## config.mk

```make
export PLATFORM = sky130hd
export DESIGN_NAME = fetch_stage
export DESIGN_NICKNAME = d
export VERILOG_FILES = /design/src/rtl/fetch_stage_pkg.sv /design/src/rtl/fetch_stage_skid_buffer.sv /design/src/rtl/fetch_stage.sv
export SDC_FILE = /design/constraint.sdc
export NUM_CORES = 1
export LEC_CHECK = 0
export ABC_CLOCK_PERIOD_IN_PS = 6600
export CELL_PAD_IN_SITES_DETAIL_PLACEMENT = 1
export CELL_PAD_IN_SITES_GLOBAL_PLACEMENT = 1
export CORE_MARGIN = 2
export CORE_UTILIZATION = 37
export CTS_CLUSTER_DIAMETER = 50
export CTS_CLUSTER_SIZE = 40
export DETAILED_ROUTE_END_ITERATION = 16
export PLACE_DENSITY = 0.87
export SYNTH_ARGS = -nofsm -noshare
export SYNTH_HDL_FRONTEND = slang
export SYNTH_SLANG_ARGS = --single-unit
```

## constraint.sdc

```tcl
create_clock -name clk -period 6.6 [get_ports clk]
set_clock_uncertainty 0.2 [all_clocks]
set_input_delay 0.66 -clock clk [delete_from_list [all_inputs] [get_ports clk]]
set_output_delay 0.66 -clock clk [all_outputs]
set_load 0.01 [all_outputs]
```

## src/rtl/fetch_stage_pkg.sv

```systemverilog
// Shared definitions for the instruction-fetch stage and its neighbours.
package fetch_stage_pkg;

  // Instruction word width, shared with decode_stage.
  localparam int INSTR_W = 32;

  // Canonical NOP (addi x0,x0,0) and the default boot address.
  localparam logic [INSTR_W-1:0] NOP_INSTR_DEF = 32'h0000_0013;
  localparam logic [31:0]        RESET_PC_DEF  = 32'h0000_0000;

  // Fetch controller states.
  typedef enum logic [2:0] {
    S_BOOT  = 3'd0,
    S_FETCH = 3'd1,
    S_STALL = 3'd2,
    S_DRAIN = 3'd3,
    S_FAULT = 3'd4
  } fetch_state_e;

  // A fetch target is usable only when it is word-aligned.
  function automatic logic is_misaligned(input logic [31:0] addr);
    return addr[1:0] != 2'b00;
  endfunction

endpackage

```

## src/rtl/fetch_stage_skid_buffer.sv

```systemverilog
// Output register plus one-entry skid so a decode stall never drops a word
// that memory has already returned.
module fetch_skid_buffer
  import fetch_stage_pkg::*;
#(
  parameter logic [INSTR_W-1:0] NOP_INSTR = NOP_INSTR_DEF
) (
  input  logic               clk,
  input  logic               rst,
  input  logic               i_flush,
  input  logic               i_stall,
  input  logic               i_in_valid,
  input  logic [INSTR_W-1:0] i_in_instr,
  input  logic [31:0]        i_in_pc,
  output logic               o_valid,
  output logic [INSTR_W-1:0] o_instr,
  output logic [31:0]        o_pc
);

  logic               r_out_valid;
  logic [INSTR_W-1:0] r_out_instr;
  logic [31:0]        r_out_pc;
  logic               r_skid_valid;
  logic [INSTR_W-1:0] r_skid_instr;
  logic [31:0]        r_skid_pc;
  logic               w_slot_free;

  // The output slot can accept a new word when empty or being consumed now.
  assign w_slot_free = !r_out_valid || !i_stall;

  // Move words input -> skid -> output, oldest first; flush empties both.
  always_ff @(posedge clk or posedge rst) begin
    if (rst) begin
      r_out_valid  <= 1'b0;
      r_out_instr  <= NOP_INSTR;
      r_out_pc     <= 32'h0;
      r_skid_valid <= 1'b0;
      r_skid_instr <= NOP_INSTR;
      r_skid_pc    <= 32'h0;
    end else if (i_flush) begin
      r_out_valid  <= 1'b0;
      r_out_instr  <= NOP_INSTR;
      r_skid_valid <= 1'b0;
    end else if (w_slot_free) begin
      if (r_skid_valid) begin
        r_out_valid  <= 1'b1;
        r_out_instr  <= r_skid_instr;
        r_out_pc     <= r_skid_pc;
        r_skid_valid <= i_in_valid;
        if (i_in_valid) begin
          r_skid_instr <= i_in_instr;
          r_skid_pc    <= i_in_pc;
        end
      end else if (i_in_valid) begin
        r_out_valid <= 1'b1;
        r_out_instr <= i_in_instr;
        r_out_pc    <= i_in_pc;
      end else begin
        r_out_valid <= 1'b0;
        r_out_instr <= NOP_INSTR;
      end
    end else if (i_in_valid) begin
      r_skid_valid <= 1'b1;
      r_skid_instr <= i_in_instr;
      r_skid_pc    <= i_in_pc;
    end
  end

  assign o_valid = r_out_valid;
  assign o_instr = r_out_instr;
  assign o_pc    = r_out_pc;

endmodule

```

## src/rtl/fetch_stage.sv

```systemverilog
// Instruction-fetch stage: owns the PC, issues word fetches and handles
// branch/jump redirects, including draining a fetch that cannot be cancelled.
module fetch_stage
  import fetch_stage_pkg::*;
#(
  parameter logic [31:0]        RESET_PC  = RESET_PC_DEF,
  parameter logic [INSTR_W-1:0] NOP_INSTR = NOP_INSTR_DEF
) (
  input  logic               clk,
  input  logic               reset,
  input  logic               stall,
  input  logic               redirect_valid,
  input  logic [31:0]        redirect_pc,
  output logic               imem_req,
  output logic [31:0]        imem_addr,
  input  logic               imem_ready,
  input  logic [INSTR_W-1:0] imem_rdata,
  output logic               if_valid,
  output logic [INSTR_W-1:0] if_instruction,
  output logic [31:0]        if_pc,
  output logic               fetch_fault
);

  fetch_state_e r_state;
  logic [31:0]  r_pc;
  logic [31:0]  r_drain_addr;
  logic         r_fault;
  logic         w_capture;
  logic         w_out_valid;
  logic         w_bad_target;

  assign w_bad_target = redirect_valid && is_misaligned(redirect_pc);

  // A returned word is kept only on a normal fetch with no redirect this edge.
  assign w_capture = (r_state == S_FETCH) && imem_ready && !redirect_valid;

  // PC, controller state, drain address and sticky fault flag.
  always_ff @(posedge clk or posedge reset) begin
    if (reset) begin
      r_state      <= S_BOOT;
      r_pc         <= RESET_PC;
      r_drain_addr <= RESET_PC;
      r_fault      <= 1'b0;
    end else begin
      if (w_bad_target && r_state != S_FAULT) begin
        r_fault <= 1'b1;
      end
      case (r_state)
        S_BOOT: begin
          if (redirect_valid) begin
            r_pc <= redirect_pc;
          end
          r_state <= w_bad_target ? S_FAULT : S_FETCH;
        end
        S_FETCH: begin
          if (redirect_valid) begin
            r_pc <= redirect_pc;
            if (imem_ready) begin
              r_state <= w_bad_target ? S_FAULT : S_FETCH;
            end else begin
              // Memory still owes us the old word; hold its address until it lands.
              r_drain_addr <= r_pc;
              r_state      <= S_DRAIN;
            end
          end else if (imem_ready) begin
            r_pc    <= r_pc + 32'd4;
            // Output held by a stall means this word went to the skid slot.
            r_state <= (w_out_valid && stall) ? S_STALL : S_FETCH;
          end
        end
        S_STALL: begin
          if (redirect_valid) begin
            r_pc    <= redirect_pc;
            r_state <= w_bad_target ? S_FAULT : S_FETCH;
          end else if (!stall) begin
            r_state <= S_FETCH;
          end
        end
        S_DRAIN: begin
          if (redirect_valid) begin
            r_pc <= redirect_pc;
          end
          if (imem_ready) begin
            r_state <= (r_fault || w_bad_target) ? S_FAULT : S_FETCH;
          end
        end
        S_FAULT: begin
          r_state <= S_FAULT;
        end
        default: begin
          r_state <= S_BOOT;
        end
      endcase
    end
  end

  assign imem_req    = (r_state == S_FETCH) || (r_state == S_DRAIN);
  assign imem_addr   = (r_state == S_DRAIN) ? r_drain_addr : r_pc;
  assign fetch_fault = r_fault;

  fetch_skid_buffer #(
    .NOP_INSTR (NOP_INSTR)
  ) u_skid (
    .clk        (clk),
    .rst        (reset),
    .i_flush    (redirect_valid),
    .i_stall    (stall),
    .i_in_valid (w_capture),
    .i_in_instr (imem_rdata),
    .i_in_pc    (r_pc),
    .o_valid    (w_out_valid),
    .o_instr    (if_instruction),
    .o_pc       (if_pc)
  );

  assign if_valid = w_out_valid;

endmodule

```

# [Word-level counts from Yosys, hierarchy flattened]
# Index checks and enable logic that the tools add are counted.
[word_totals] ff_bits=198 inputBits=69 output_inout_bits=99 elab_cells=81
[op_classes] add_sub_neg=1 eq_ne=10 n_mux=35 bitwise=2 n_reduce_logical=23
[ops] cell="32-bit 2-to-1 mux" count=16
[ops] cell="32-bit one-hot mux with 2 select lines" count=1
[ops] cell="32-bit by 3-bit adder with 32-bit output, second input constant" count=1
[ops] cell="3-bit 2-to-1 mux" count=8
[ops] cell="3-bit one-hot mux with 5 select lines" count=1
[ops] cell="3-bit AND reduction" count=4
[ops] cell="3-bit inequality test, second input constant" count=3
[ops] cell="1-bit 2-to-1 mux" count=8
[ops] cell="2-bit nonzero test" count=4
[ops] cell="3-bit by 2-bit == test with 1-bit output, second input constant" count=2
[ops] cell="1-bit logical AND" count=5
[ops] cell="2-bit by 1-bit inequality test with 1-bit output, second input constant" count=2
[ops] cell="3-bit by 1-bit == test with 1-bit output, second input constant" count=1
[ops] cell="3-bit == test, second input constant" count=1
[ops] cell="1-bit logical NOT" count=3
[ops] cell="3-bit logical NOT" count=1
[ops] cell="1-bit logical OR" count=3
[ops] cell="3-bit nonzero test" count=1
[ops] cell="3-bit OR reduction" count=1
[ops] cell="2-bit 2-to-1 mux" count=1
[ops] cell="2-bit inequality test, second input constant" count=1
[ops] cell="1-bit inverter" count=2
[ops] cell="2-bit AND reduction" count=1

# [Logic depth before layout (Yosys ltp)]
[logic_depth] ltp_word=7 mapped_depth=8 depth_no_buf=6

# [Cells and area by module]
# From an unflattened synthesis, not the netlist that was laid out.
[unflattened] cells_unflattened=759 area_unflattened_um2=9670.5
[by_module_without_submodules] module="fetch_skid_buffer" instances=1 cells_per_inst=371 area_per_inst_um2=5753.0
[by_module_without_submodules] module="fetch_stage" instances=1 cells_per_inst=388 area_per_inst_um2=3917.5

# [Worst setup path after synthesis]
# OpenSTA, ideal clock, no wires.
[synth_path] path_type="input port to flip-flop" startpoint="in imem_ready" endpoint="reg u_skid.r_skid_instr[10]" setup_time_ps=125 arrival_time_ps=2084 required_time_ps=6275 path_slack_ps=4191 cell_stages=7 path_buffers=3 cell_sequence="clkbuf_2 > and4bb_1 > nand2b_1 > nor2_1 > buf_2 > buf_2 > mux2_2"
[synth_via] elab_chain_cells=5
[synth_rtl] item="start: declaration" line_no="fetch_stage.sv:16" source="input logic imem_ready,"
[synth_rtl] item="1-bit logical AND (*) (2 in series)" line_no="fetch_stage.sv:35" source="assign w_capture = (r_state == S_FETCH) && imem_ready && !redirect_valid;"
[synth_rtl] item="32-bit 2-to-1 mux (*)"
[synth_rtl] item="32-bit 2-to-1 mux"
[synth_rtl] item="32-bit 2-to-1 mux (*)"
[synth_rtl] item="end signal: assignment" line_no="fetch_stage_skid_buffer.sv:51" source="r_skid_instr <= i_in_instr;"
[synth_rtl] item="end signal: assignment" line_no="fetch_stage_skid_buffer.sv:64" source="r_skid_instr <= i_in_instr;"
[synth_rtl] item="end: declaration" line_no="fetch_stage_skid_buffer.sv:24" source="logic [INSTR_W-1:0] r_skid_instr;"
# Mark *: on every way between the ends. The rest lies on a longest branch, timed or not. The select of a mux whose other input is x is not followed.
# A chain may end at the register's enable or synchronous reset.

# [Worst setup path in the final report]
[layout_path] startpoint="reg r_state[0]" endpoint="out imem_addr[16]"
[layout_via] elab_chain_cells=2
[layout_rtl] item="start: declaration" line_no="fetch_stage.sv:24" source="fetch_state_e r_state;"
[layout_rtl] item="start signal: assignment" line_no="fetch_stage.sv:53" source="r_state <= w_bad_target ? S_FAULT : S_FETCH;"
[layout_rtl] item="start signal: assignment" line_no="fetch_stage.sv:59" source="r_state <= w_bad_target ? S_FAULT : S_FETCH;"
[layout_rtl] item="start signal: assignment" line_no="fetch_stage.sv:68" source="r_state <= (w_out_valid && stall) ? S_STALL : S_FETCH;"
[layout_rtl] item="3-bit by 2-bit == test with 1-bit output" line_no="fetch_stage.sv:98" source="assign imem_addr = (r_state == S_DRAIN) ? r_drain_addr : r_pc;"
[layout_rtl] item="32-bit 2-to-1 mux" line_no="fetch_stage.sv:98"
[layout_rtl] item="end: declaration" line_no="fetch_stage.sv:15" source="output logic [31:0] imem_addr,"
# No other way between the ends.

==> out/metrics.csv <==
stage;metric;value;unit
synthesis;syn_inst;845;
floorplanning;initial_core_util;37.3;%
setup_path;crit_path_max_incr_delay;0.51;ns
timing;tightest_slew;1.10;ns
final_layout;antenna_cells;0;
hold_path;hp-start;u_skid.o_pc[3];
floorplanning;chipHeight;163;um
global_route;grt_overflow_total;0;
timing;rsz0062_at_grt;false;
final_layout;utilization;47.6;%
setup_path;cp_data_arrival_time;2.99;ns
timing;fmax;260;MHz
setup_path;path_class;flip-flop to output port;
place;place_congestion;0.790;
run;maxCapViolCount;0;
setup_path;worstRegToRegCells;5;
timing;finalCritPeriodShare;58.3;%
setup_path;r2r_end;u_skid.r_skid_pc[8];
synthesis;seq_area_frac_synth;53.4;%
setup_path;critPathBufInv;3;
routing;drt-total-wl;26100;um
pwr;powerDensity;385;nW/um^2
synthesis;synthArstFlopShare;100;%
synthesis;synth_nets;915;
pwr;swShare;34.1;%
setup_path;start_kind;flip-flop;
run_status;status;finished, final reports clean;
setup_path;end_kind;output port;
synthesis;syn-cell-area;9300;um^2
clocking;cts-root-buf;clkbuf_16;
pwr;ir_worst_vdd;0.000212;V
final_layout;nNetsFinal;1043;
place;placedCellCount;1284;
pwr;pwr-share-seq;42.3;%
setup_path;rrSetupSlack;3.26;ns
routing;vias_per_cell;5.43;
global_route;grt_pass1_vias;7687;
setup_path;crit_required;5.74;ns
floorplanning;die_w;163;um
floorplanning;die-area;26400;um^2
final_layout;area_delta_synth_final;27.7;%
synthesis;synth_edf_count;0;
routing;drtIter0Drc;668;
clocking;cts_buffer_depth;2;
hold_path;min_delay_worst_endpoint;u_skid.o_pc[3];
timing;setup-tns-final;0;ns
global_route;grt_pass1_wl;42000;um
clocking;cts_hold_buf;0;
timing;hold_violations;0;
hold_path;min_path_cells;2;
final_layout;fillers;2687;
pwr;power_leakage;4.98;nW
place;io_buffer_count;167;
final_layout;post_layout_nonfiller_instances;1316;
pwr;p_int;3.01;mW
setup_path;r2r-start;r_state[1];
timing;slew_viol_final;0;
setup_path;worstPathCellList;inv_1 -> nor2_1 -> nand2_1 -> buf_4 -> mux2_2 -> clkdlybuf4s50_1;
pwr;p_clk_share;24.9;%
routing;vias;7143;
global_route;gr-usage-all-layers;20.2;%
place;dp_hpwl;17900;um
global_route;grt_max_degree;75;
final_layout;drive_gt1_share;20.2;%
timing;fin_crit;3.85;ns
routing;wl_per_cell;19.9;um
synthesis;synthFlopType;dfrtp_1;
timing;slew_headroom;26.4;%
clocking;cts_buffers;17;
floorplanning;boundaryPins;168;
clocking;cts_setup_buffers;0;
routing;drc;0;
global_route;antenna_found_initial;0;
pwr;comb_power_share;32.9;%
clocking;cts-htree-levels;4;
floorplanning;core_area;25000;um^2
setup_path;crit_fanout;19;
synthesis;syn_avg_cell_area;11.0;um^2
clocking;clk_latency;0.43;ns
pwr;p_sw;1.56;mW
hold_path;hold_path_class;flip-flop to flip-flop;
synthesis;synthDistinctLibCells;52;
setup_path;cp_top_family;buffers and inverters;
setup_path;slowest_stage;nand2_1;
clocking;ctsResizeCount;0;
clocking;cts_tree;built;
timing;setup_viol;0;
floorplanning;rows;58;
routing;ant_nets;0;
synthesis;ys_seq_elements;198;
clocking;cts.sinks;198;
routing;drt_first_pass_iters;6;
synthesis;ys_warn_count;0;
clocking;clkTransAtPathRegs;0.07;ns
metal layers:
metal  wire, um  global-route usage, %  up-vias
li1           -                      -     3274
met1      11600                   27.3     3622
met2      12900                   34.4      222
met3       1310                   3.62       25
met4        284                   3.90        0
met5          0                      0        -
cell usage in the layout (no fill, tap or decap), drive strengths merged, types with 5 or more instances in the layout:
cell type        n
dfrtp          192
mux2i           32
clkdlybuf4s50  167
mux2           131
o21ai           78
o311ai           5
nand2          130
nand3           23
nand4           12
inv             10
a22o            31
dfstp            6
a21o             5
nor2b            5
nor3             5
a21oi           31
o22ai            7
buf             13
nor2            22
a22oi            7
clkbuf          19
worst max-delay path by stage:
stage,slack (ns),depth (start not counted),to,from
6_report,2.75,6,imem_addr[16],r_state[0]
2_1_floorplan,0.35,1,fetch_fault,reset
3_3_place_gp,2.53,6,u_skid.r_skid_pc[11],imem_ready
3_5_place_dp,2.43,6,u_skid.r_skid_pc[19],imem_ready
4_1_cts,2.71,6,imem_addr[16],r_state[0]
5_1_grt,2.56,6,imem_addr[16],r_state[0]
synth_stat cells (all sizes together), types with 12 or more instances:
| library cell | n | share of area, % |
|---|---|---|
| nand3 | 23 | 1.4 |
| nand2 | 130 | 5.3 |
| a22o | 31 | 2.9 |
| mux2i | 32 | 3.4 |
| dfrtp | 192 | 52 |
| nor2 | 22 | 0.89 |
| a21oi | 31 | 1.7 |
| clkbuf | 47 | 1.9 |
| mux2 | 131 | 16 |
| buf | 24 | 1.2 |
| nand4 | 12 | 0.87 |
| o21ai | 78 | 4.2 |
state kept, by name, indices dropped and copies added (netlist names):
name                 flops
u_skid.o_valid           1
u_skid.o_pc             32
u_skid.r_skid_pc        32
u_skid.r_skid_instr     32
r_pc                    32
u_skid.o_instr          32
r_state                  3
u_skid.r_skid_valid      1
r_drain_addr            32
fetch_fault              1
metrics by stage:
step,hold WS [ns],setup slack [ns],total power [mW],area (um^2)
after floorplan,0.277,0.353,2.69,9300
after global placement,0.263,2.53,3.35,11200
after detailed placement,0.273,2.43,3.45,11200
after CTS,0.292,2.71,4.61,11900
after global routing,0.321,2.56,4.84,11900
final,0.282,2.75,4.57,11900
worst reg2reg max path, delay by kind of cell, from the launching register on:
kind | cells | cell delay, ns
flip-flops | 1 | 0.47
multiplexers | 1 | 0.43
AND/OR/NAND/NOR | 3 | 1.56
buffers and inverters | 1 | 0.56
power by group through the flow:
stage	sequential, mW	combinational, mW	clock [mW]
after floorplan	1.80	0.890	0
after global placement	1.91	1.44	0
after detailed placement	1.94	1.50	0
after CTS	1.93	1.52	1.16
after global routing	1.99	1.63	1.21
final	1.93	1.50	1.14
cells by family (layout without fill, tap and decap cells):
kind of cell | after synthesis | after routing | share of synthesized area [%]
AO/OA/AOI/OAI | 185 | 185 | 12.5
adder cells (fa/ha/maj) | 1 | 1 | 0.135
buffers and inverters | 76 | 217 | 3.35
flip-flops | 198 | 198 | 53.4
multiplexers | 163 | 163 | 19.3
AND/OR/NAND/NOR | 222 | 222 | 11.3
final cells by class:
| class | count | area (um^2) | area share (%) |
|---|---|---|---|
| flip-flops and latches | 198 | 4970 | 41.8 |
| multi-input cells | 571 | 4070 | 34.2 |
| repair buffers | 180 | 1770 | 14.9 |
| clock buffers | 19 | 443 | 3.73 |
| well taps | 330 | 413 | 3.48 |
| clock inverters | 13 | 191 | 1.61 |
| inverters | 5 | 26.3 | 0.221 |
No activity file was read; power rests on OpenSTA's default activity.
